## config.mk

```make
export PLATFORM = sky130hd
export DESIGN_NAME = pe_idx_loader_flat
export DESIGN_NICKNAME = d
export VERILOG_FILES = /design/src/rtl/pe_idx_loader_if.sv /design/src/rtl/pe_idx_loader.sv /design/src/flat_wrapper.sv
export SDC_FILE = /design/constraint.sdc
export NUM_CORES = 1
export LEC_CHECK = 0
export ABC_AREA = 1
export CAP_MARGIN = 10
export CORE_ASPECT_RATIO = 1.25
export CORE_UTILIZATION = 40
export DETAILED_ROUTE_END_ITERATION = 12
export GPL_ROUTABILITY_DRIVEN = 0
export GPL_TIMING_DRIVEN = 0
export PLACE_DENSITY = 0.69
export SLEW_MARGIN = 15
export SYNTH_ARGS = -nofsm -noshare
export SYNTH_HDL_FRONTEND = slang
export SYNTH_SLANG_ARGS = --single-unit
export TNS_END_PERCENT = 30
```

## constraint.sdc

```tcl
create_clock -name clk -period 2.7 [get_ports clk]
set_input_delay 0.54 -clock clk [delete_from_list [all_inputs] [get_ports clk]]
set_output_delay 0.54 -clock clk [all_outputs]
set_load 0.01 [all_outputs]
```

## src/rtl/pe_idx_loader_if.sv

```systemverilog
// pe_idx_loader_if: instruction port, index stream, index-buffer write side and AGU control/config
interface pe_idx_loader_if #(
    parameter int IDX_W      = 8,
    parameter int IDX_ADDR_W = 8
);
    logic                  ins_valid;
    logic                  ins_ready;
    logic [2:0]            ins_mode;
    logic [7:0]            ins_idx_cnt;
    logic [7:0]            ins_trip_cnt;
    logic                  ins_is_new;
    logic [3:0]            ins_pad_code;
    logic                  ins_cut_y;
    logic [2*IDX_W-1:0]    idx_in_data;
    logic                  idx_in_valid;
    logic                  idx_in_ready;
    logic [2*IDX_W-1:0]    idx_wr_data;
    logic [IDX_ADDR_W-1:0] idx_wr_addr;
    logic                  idx_wr_en;
    logic                  switch_idx_buf;
    logic                  agu_start;
    logic                  agu_done;
    logic [2:0]            mode;
    logic [7:0]            idx_cnt;
    logic [7:0]            trip_cnt;
    logic                  is_new;
    logic [3:0]            pad_code;
    logic                  cut_y;
    logic                  busy;

    modport master (
        output ins_valid, ins_mode, ins_idx_cnt, ins_trip_cnt, ins_is_new, ins_pad_code, ins_cut_y,
        output idx_in_data, idx_in_valid, agu_done,
        input  ins_ready, idx_in_ready, idx_wr_data, idx_wr_addr, idx_wr_en,
        input  switch_idx_buf, agu_start, mode, idx_cnt, trip_cnt, is_new, pad_code, cut_y, busy
    );
    modport slave (
        input  ins_valid, ins_mode, ins_idx_cnt, ins_trip_cnt, ins_is_new, ins_pad_code, ins_cut_y,
        input  idx_in_data, idx_in_valid, agu_done,
        output ins_ready, idx_in_ready, idx_wr_data, idx_wr_addr, idx_wr_en,
        output switch_idx_buf, agu_start, mode, idx_cnt, trip_cnt, is_new, pad_code, cut_y, busy
    );
endinterface

```

## src/rtl/pe_idx_loader.sv

```systemverilog
// pe_idx_loader: loads one instruction's index words into the AGU ping-pong buffer,
// then flips the buffer and starts the AGU once it is idle.
module pe_idx_loader #(
    parameter int IDX_W      = 8,
    parameter int IDX_DEPTH  = 256,
    parameter int IDX_ADDR_W = $clog2(IDX_DEPTH)
) (
    input logic             clk,
    input logic             rst,
    pe_idx_loader_if.slave  io
);
    typedef enum logic [2:0] {IDLE, LOAD, WAIT, SWITCH, START} state_t;
    state_t state, state_nx;
    logic [7:0]            cnt;
    logic [2:0]            p_mode, c_mode;
    logic [7:0]            p_idx_cnt, c_idx_cnt, p_trip_cnt, c_trip_cnt;
    logic                  p_is_new, c_is_new, p_cut_y, c_cut_y;
    logic [3:0]            p_pad_code, c_pad_code;
    logic [2*IDX_W-1:0]    wr_data;
    logic [IDX_ADDR_W-1:0] wr_addr;
    logic                  wr_en;
    logic                  ins_hs, idx_hs;

    assign ins_hs = io.ins_valid && state == IDLE;
    assign idx_hs = io.idx_in_valid && state == LOAD;

    always_comb begin
        state_nx = state;
        case (state)
            IDLE:    if (ins_hs) state_nx = io.ins_idx_cnt != 8'd0 ? LOAD : WAIT;
            LOAD:    if (idx_hs && cnt + 8'd1 == p_idx_cnt) state_nx = WAIT;
            WAIT:    if (io.agu_done) state_nx = SWITCH;
            SWITCH:  state_nx = START;
            default: state_nx = IDLE;
        endcase
    end

    always_ff @(posedge clk or posedge rst) begin
        if (rst) begin
            state      <= IDLE;
            cnt        <= '0;
            wr_en      <= 1'b0;
            wr_data    <= '0;
            wr_addr    <= '0;
            p_mode     <= '0;
            p_idx_cnt  <= '0;
            p_trip_cnt <= '0;
            p_is_new   <= 1'b0;
            p_pad_code <= '0;
            p_cut_y    <= 1'b0;
            c_mode     <= '0;
            c_idx_cnt  <= '0;
            c_trip_cnt <= '0;
            c_is_new   <= 1'b0;
            c_pad_code <= '0;
            c_cut_y    <= 1'b0;
        end else begin
            state <= state_nx;
            cnt   <= state == START ? 8'd0 : cnt + 8'(idx_hs);
            wr_en <= idx_hs;
            if (idx_hs) begin
                wr_data <= io.idx_in_data;
                wr_addr <= IDX_ADDR_W'(cnt);
            end
            if (ins_hs) begin
                p_mode     <= io.ins_mode;
                p_idx_cnt  <= io.ins_idx_cnt;
                p_trip_cnt <= io.ins_trip_cnt;
                p_is_new   <= io.ins_is_new;
                p_pad_code <= io.ins_pad_code;
                p_cut_y    <= io.ins_cut_y;
            end
            // config lands on the SWITCH cycle so it is stable before and during START
            if (state == WAIT && io.agu_done) begin
                c_mode     <= p_mode;
                c_idx_cnt  <= p_idx_cnt;
                c_trip_cnt <= p_trip_cnt;
                c_is_new   <= p_is_new;
                c_pad_code <= p_pad_code;
                c_cut_y    <= p_cut_y;
            end
        end
    end

    assign io.ins_ready      = state == IDLE;
    assign io.idx_in_ready   = state == LOAD;
    assign io.switch_idx_buf = state == SWITCH;
    assign io.agu_start      = state == START;
    assign io.busy           = state != IDLE;
    assign io.idx_wr_en      = wr_en;
    assign io.idx_wr_data    = wr_data;
    assign io.idx_wr_addr    = wr_addr;
    assign io.mode           = c_mode;
    assign io.idx_cnt        = c_idx_cnt;
    assign io.trip_cnt       = c_trip_cnt;
    assign io.is_new         = c_is_new;
    assign io.pad_code       = c_pad_code;
    assign io.cut_y          = c_cut_y;
endmodule

```

## src/flat_wrapper.sv

```systemverilog
// flat-port wrapper written by rule: the top's interface ports become plain ports
module pe_idx_loader_flat 
#(
    parameter int IDX_W      = 8,
    parameter int IDX_DEPTH  = 256,
    parameter int IDX_ADDR_W = $clog2(IDX_DEPTH)
)
  (clk, rst, io_ins_valid, io_ins_mode, io_ins_idx_cnt, io_ins_trip_cnt, io_ins_is_new, io_ins_pad_code, io_ins_cut_y, io_idx_in_data, io_idx_in_valid, io_agu_done, io_ins_ready, io_idx_in_ready, io_idx_wr_data, io_idx_wr_addr, io_idx_wr_en, io_switch_idx_buf, io_agu_start, io_mode, io_idx_cnt, io_trip_cnt, io_is_new, io_pad_code, io_cut_y, io_busy);
  pe_idx_loader_if #(.IDX_W(IDX_W), .IDX_ADDR_W(IDX_ADDR_W)) io_i ();
  input logic clk;
  input logic rst;
  input wire logic [$bits(io_i.ins_valid)-1:0] io_ins_valid;
  input wire logic [$bits(io_i.ins_mode)-1:0] io_ins_mode;
  input wire logic [$bits(io_i.ins_idx_cnt)-1:0] io_ins_idx_cnt;
  input wire logic [$bits(io_i.ins_trip_cnt)-1:0] io_ins_trip_cnt;
  input wire logic [$bits(io_i.ins_is_new)-1:0] io_ins_is_new;
  input wire logic [$bits(io_i.ins_pad_code)-1:0] io_ins_pad_code;
  input wire logic [$bits(io_i.ins_cut_y)-1:0] io_ins_cut_y;
  input wire logic [$bits(io_i.idx_in_data)-1:0] io_idx_in_data;
  input wire logic [$bits(io_i.idx_in_valid)-1:0] io_idx_in_valid;
  input wire logic [$bits(io_i.agu_done)-1:0] io_agu_done;
  output wire logic [$bits(io_i.ins_ready)-1:0] io_ins_ready;
  output wire logic [$bits(io_i.idx_in_ready)-1:0] io_idx_in_ready;
  output wire logic [$bits(io_i.idx_wr_data)-1:0] io_idx_wr_data;
  output wire logic [$bits(io_i.idx_wr_addr)-1:0] io_idx_wr_addr;
  output wire logic [$bits(io_i.idx_wr_en)-1:0] io_idx_wr_en;
  output wire logic [$bits(io_i.switch_idx_buf)-1:0] io_switch_idx_buf;
  output wire logic [$bits(io_i.agu_start)-1:0] io_agu_start;
  output wire logic [$bits(io_i.mode)-1:0] io_mode;
  output wire logic [$bits(io_i.idx_cnt)-1:0] io_idx_cnt;
  output wire logic [$bits(io_i.trip_cnt)-1:0] io_trip_cnt;
  output wire logic [$bits(io_i.is_new)-1:0] io_is_new;
  output wire logic [$bits(io_i.pad_code)-1:0] io_pad_code;
  output wire logic [$bits(io_i.cut_y)-1:0] io_cut_y;
  output wire logic [$bits(io_i.busy)-1:0] io_busy;
  assign io_i.ins_valid = io_ins_valid;
  assign io_i.ins_mode = io_ins_mode;
  assign io_i.ins_idx_cnt = io_ins_idx_cnt;
  assign io_i.ins_trip_cnt = io_ins_trip_cnt;
  assign io_i.ins_is_new = io_ins_is_new;
  assign io_i.ins_pad_code = io_ins_pad_code;
  assign io_i.ins_cut_y = io_ins_cut_y;
  assign io_i.idx_in_data = io_idx_in_data;
  assign io_i.idx_in_valid = io_idx_in_valid;
  assign io_i.agu_done = io_agu_done;
  assign io_ins_ready = io_i.ins_ready;
  assign io_idx_in_ready = io_i.idx_in_ready;
  assign io_idx_wr_data = io_i.idx_wr_data;
  assign io_idx_wr_addr = io_i.idx_wr_addr;
  assign io_idx_wr_en = io_i.idx_wr_en;
  assign io_switch_idx_buf = io_i.switch_idx_buf;
  assign io_agu_start = io_i.agu_start;
  assign io_mode = io_i.mode;
  assign io_idx_cnt = io_i.idx_cnt;
  assign io_trip_cnt = io_i.trip_cnt;
  assign io_is_new = io_i.is_new;
  assign io_pad_code = io_i.pad_code;
  assign io_cut_y = io_i.cut_y;
  assign io_busy = io_i.busy;
  pe_idx_loader #(.IDX_W(IDX_W), .IDX_DEPTH(IDX_DEPTH), .IDX_ADDR_W(IDX_ADDR_W)) u_core (.clk(clk), .rst(rst), .io(io_i));
endmodule
```

# After elaboration in Yosys (flattened, before gate mapping)
# Cells that the tools add are included.
[totals]
ff_bits = 86
latch_bits = 0
ram_bits = 0
romBits = 0
inputBits = 46
output_inout_bits = 55
mem_count = 0
[classes]
add_sub_neg = 2
n_mul = 0
n_div = 0
n_lt_le_gt_ge = 0
eq_ne = 8
n_shift = 0
mux = 6
bitwise = 0
n_reduce_logical = 8
[op_table]
columns = ["operator", "n"]
rows = [
  ["3-bit one-hot mux with 4 select lines", 1],
  ["3-bit two-way mux", 3],
  ["8-bit by 1-bit adder with 8-bit output", 1],
  ["8-bit by 1-bit adder with 8-bit output (second input constant)", 1],
  ["8-bit equality test", 1],
  ["8-bit two-way mux", 1],
  ["8-bit nonzero test", 1],
  ["3-bit by 2-bit equality test with 1-bit output (second input constant)", 2],
  ["1-bit logical AND", 4],
  ["2-bit by 1-bit != test with 1-bit output (second input constant)", 2],
  ["3-bit by 1-bit equality test with 1-bit output (second input constant)", 1],
  ["3-bit equality test (second input constant)", 1],
  ["3-bit zero test", 1],
  ["3-bit AND reduction", 1],
  ["3-bit nonzero test", 1],
  ["2-bit two-way mux", 1],
  ["2-bit != test (second input constant)", 1],
]

# Depth between registers and ports, before layout
[logic_depth]
word_depth = 5
ltp_mapped = 13
ltp_nobuf = 13

# Worst setup path before layout
# OpenSTA, ideal clock, no wires.
[synth_timing]
kind = "reg-to-reg"
from = "register u_core.state[2]"
to = "register u_core.cnt[6]"
setup_time_ns = 0.086
arrival_time_ns = 1.753
required_time_ns = 2.614
setup_slack_ns = 0.861
path_stages_with_launch = 11
n_path_buf = 1
synth_period_minus_slack_ns = 1.839
path_cell_list = "dfrtp_1 nor2_1 nand3_2 inv_1 buf_2 ha_1 ha_1 inv_1 nor3_1 a21oi_1 nor3_1"
[synth_between]
elab_chain_cells = 4
[synth_lines]
columns = ["element", "line_no", "source"]
rows = [
  ["start: declaration", "pe_idx_loader.sv:13", "state_t state, state_nx;"],
  ["start signal: assignment", "pe_idx_loader.sv:58", "state <= state_nx;"],
  ["3-bit by 1-bit equality test with 1-bit output", "pe_idx_loader.sv:25", "assign idx_hs = io.idx_in_valid && state == LOAD;"],
  ["1-bit logical AND", "pe_idx_loader.sv:25", ""],
  ["via u_core.idx_hs", "pe_idx_loader.sv:22", "logic ins_hs, idx_hs;"],
  ["8-bit by 1-bit adder with 8-bit output", "pe_idx_loader.sv:59", "cnt <= state == START ? 8'd0 : cnt + 8'(idx_hs);"],
  ["8-bit two-way mux", "pe_idx_loader.sv:59", ""],
  ["end signal: assignment", "pe_idx_loader.sv:59", ""],
  ["end: declaration", "pe_idx_loader.sv:14", "logic [7:0] cnt;"],
]
# The timed path passes the listed nets, and every way through them passes these cells.
# A chain may end at the register's enable or synchronous reset.

# Worst setup path in the final report
[layout_timing]
from = "register u_core.state[2]"
to = "output io_agu_start"
[layout_between]
elab_chain_cells = 1
[layout_lines]
columns = ["element", "line_no", "source"]
rows = [
  ["3-bit equality test", "pe_idx_loader.sv:88", "assign io.agu_start = state == START;"],
  ["end: declaration", "flat_wrapper.sv:28", "output wire logic [$bits(io_i.agu_start)-1:0] io_agu_start;"],
]
# Every way passes these cells.

==> metrics.txt <==
outcome finished, final reports clean; DRC 0; Port Buffers 100; MaxCap Viol Count 0; post-CTS setup buffer count 0; largest net degree at the start of global routing 36; Global Route Usage Sum 0.190; area delta synth->final 39.9%; Syn Inst Count about 410; worst skew pair latency 0.34 ns; HP Class register to register; Area after DPL 4830 um2; syn nets ~460; grt ovf 0; aggregate negative setup slack 0 ns; via count ~3000; total wire length between 8000 and 9000 um; sequential fraction of design power 0.386; clock root buffer clkbuf_8; number of synthesized flops with an enable pin 0; endpoints failing hold 0; LEAKAGE between 2 and 2.5 nW; H-tree depth 3; post-route cell area ~5100 um2; period utilization 0.902; Clock Power Share 0.193; ys async rst share 1.00; CTS tree done; Ports between 100 and 150; Max stage delay on crit path approximately 0.6 ns; Worst path slowest cell clkdlybuf4s50_1; top cells by area, synth dfrtp_1 (59%), nand2_1 (14%), inv_1 (4.3%); DP Wirelength between 6000 and 7000 um; Final Instance Count excl. Fillers 650; Worst Path Required around 2.2 ns; dpl cells 635; Top FF cell, synth dfrtp_1; remaining antenna violation count 0; minimum clock period about 2.4 ns; post-synthesis register bit count 86; max frequency 0.411 GHz; worst path cell trace inv_1 -> nor2_2 -> clkdlybuf4s50_1; # setup viols final 0; die area ~9500 um2; # fillers 810; CP Class register to output pin; WL per Instance 12.6 um; actual slew at the worst max-slew pin between 0.7 and 0.8 ns; largest fanout on the critical path 7; die height ~110 um; proportion of layout cells with a drive suffix above 1 0.0868; unique cell type count in the Yosys netlist 24; Yosys warnings 0; clk sink count 86; row cnt 38; crit start category register; CP arrival about 1.9 ns; initial core utilization 0.415; deepest clock path buffer count 2; Comb pwr share 0.421; headroom to the max-slew limit 0.517; Switch Pwr 0.00196 W; Worst Setup End Kind output pin; Mapped Area 3630 um2; pwr/cell area about 1100 nW/um2; 1st-iter DRT viols 154; final net count 575; max-slew violations 0; share of the synthesized area in the top cell type 0.593; Die Wd ~87 um; clock-pin slew on the worst setup and hold paths approximately 0.08 ns; total CTS buffers 9; mean area per synthesized cell 8.78 um2; Sw Share 0.350; ANT cells 0; global-route wire length before repair approximately 14000 um; largest area contributor in the netlist dfrtp_1; unrepaired setup endpoints after global routing no; Post-CTS Hold Fix Bufs 0; DR vias/cell between 4 and 5; initial antenna violation count 0; register area share after synthesis 0.593; core area 8750 um2; Clock Skews slightly below 0.009 ns; vias in the first global route 2963; VDD IR-drop max around 0.57 mV; drt pass-1 iters 4; Int Power approximately 0.0036 W
-- cells in the final DEF (no fill, tap or decap), types with 2 or more instances in the layout --
cell type,count
inv_2,5
nor2_2,2
nand2_2,4
clkinvlp_4,2
a21oi_1,26
mux2_1,4
xnor2_1,4
inv_1,41
nor3_1,3
xor2_1,2
clkbuf_8,10
bufinv_16,3
dfrtp_1,86
clkdlybuf4s50_1,100
o21ai_1,23
buf_2,13
nand2_1,131
nor2_1,35
o21ai_0,7
nand3_1,12
ha_1,3
nor3b_1,2
o22ai_1,2
nor4_1,3
-- logic make-up (layout without fill, tap and decap cells) --
| logic type | after synthesis | after routing | share of synthesized area |
|---|---|---|---|
| AOI/OAI and AO/OA | 58 | 58 | 0.0807 |
| xor gates and xnor gates | 6 | 6 | 0.0145 |
| adders and majority gates | 3 | 3 | 0.0103 |
| buffers and inverters | 61 | 178 | 0.0686 |
| DFF | 86 | 86 | 0.593 |
| muxes | 4 | 4 | 0.0124 |
| and+or+nand+nor | 195 | 195 | 0.220 |
-- synthesized netlist by cell type (2+ instances only) --
cell type and number:
mux2_1 4, dfrtp_1 86, a21oi_1 26, buf_2 13, o22ai_1 2, xnor2_1 4, nor4_1 3, ha_1 3
nand3_1 12, inv_1 42, o21ai_0 7, nor3b_1 2, inv_2 5, nand2_1 131, o21ai_1 23, nand2_2 4
xor2_1 2, nor3_1 3, nor2_1 36
-- area by class of cell --
| type | count | area, um2 | area share |
|---|---|---|---|
| Buffer | 14 | 72.6 | 0.0143 |
| Clock buffer | 10 | 138 | 0.0271 |
| Clock inverter | 5 | 106 | 0.0210 |
| Inverter | 47 | 180 | 0.0355 |
| Multi-Input combinational cell | 266 | 1230 | 0.242 |
| Sequential cell | 86 | 2150 | 0.424 |
| Tap cell | 120 | 150 | 0.0296 |
| Timing Repair Buffer | 102 | 1050 | 0.207 |
-- power by group through the flow --
stage	clock (W)	combinational (W)	sequential, W
final	0.00108	0.00236	0.00216
after CTS	0.00111	0.00239	0.00217
after floorplan	0	0.00113	0.00229
after detailed placement	0	0.00238	0.00218
after global placement	0	0.00232	0.00217
after global routing	0.00116	0.00266	0.00224
-- worst paths after layout --
kind / slack [ns] / from / cells after the start / to
worst max-delay path: 0.27 / u_core.state[2] / 3 / io_agu_start
worst min-delay path: 0.48 / u_core.io.idx_wr_data[12] / 2 / u_core.io.idx_wr_data[12]
worst max register to register: 0.50 / u_core.state[2] / 11 / u_core.cnt[7]
worst min register to register: 0.48 / u_core.io.idx_wr_data[12] / 2 / u_core.io.idx_wr_data[12]
max in group asynchronous: 1.45 / rst / 3 / u_core.io.idx_wr_data[4]
min in group asynchronous: 0.66 / rst / 2 / u_core.io.idx_cnt[2]
-- layer usage --
metal / track usage / wire [um] / up-vias
met5: 0 / 0 / -
met4: 0.0667 / 109 / 0
met3: 0.0779 / 793 / 12
met2: 0.322 / 3880 / 103
met1: 0.215 / 3430 / 1397
li1: - / - / 1518
-- flip-flops by register name, summed over array words and instances, names as in the netlist, 3 cells and up --
signal,cells
u_core.cnt,8
u_core.io.idx_cnt,8
u_core.io.idx_wr_addr,8
u_core.io.idx_wr_data,16
u_core.io.mode,3
u_core.io.pad_code,4
u_core.io.trip_cnt,8
u_core.p_idx_cnt,8
u_core.p_mode,3
u_core.p_pad_code,4
u_core.p_trip_cnt,8
u_core.state,3
-- what timing repair did --
item,in CTS,in global routing
endpoints found under the hold margin,0,0
resized for setup,0,1
endpoints found under the setup margin,0,1
-- critical path: cells and delay by family (launching register included) --
family        cells  cell delay (ns)
buf+inv           2             0.77
flops             1             0.49
simple gates      1             0.29
-- stage by stage --
stage	hold slack (ns)	setup slack [ns]	util	power, W
after global routing	0.495	0.102	0.580	0.00606
after CTS	0.484	0.105	0.580	0.00566
after floorplan	0.477	0.861	-	0.00342
final	0.481	0.266	0.580	0.00560
after global placement	0.462	0.218	0.547	0.00449
after detailed placement	0.464	0.155	0.552	0.00456
No activity file was read; power rests on OpenSTA's default activity.
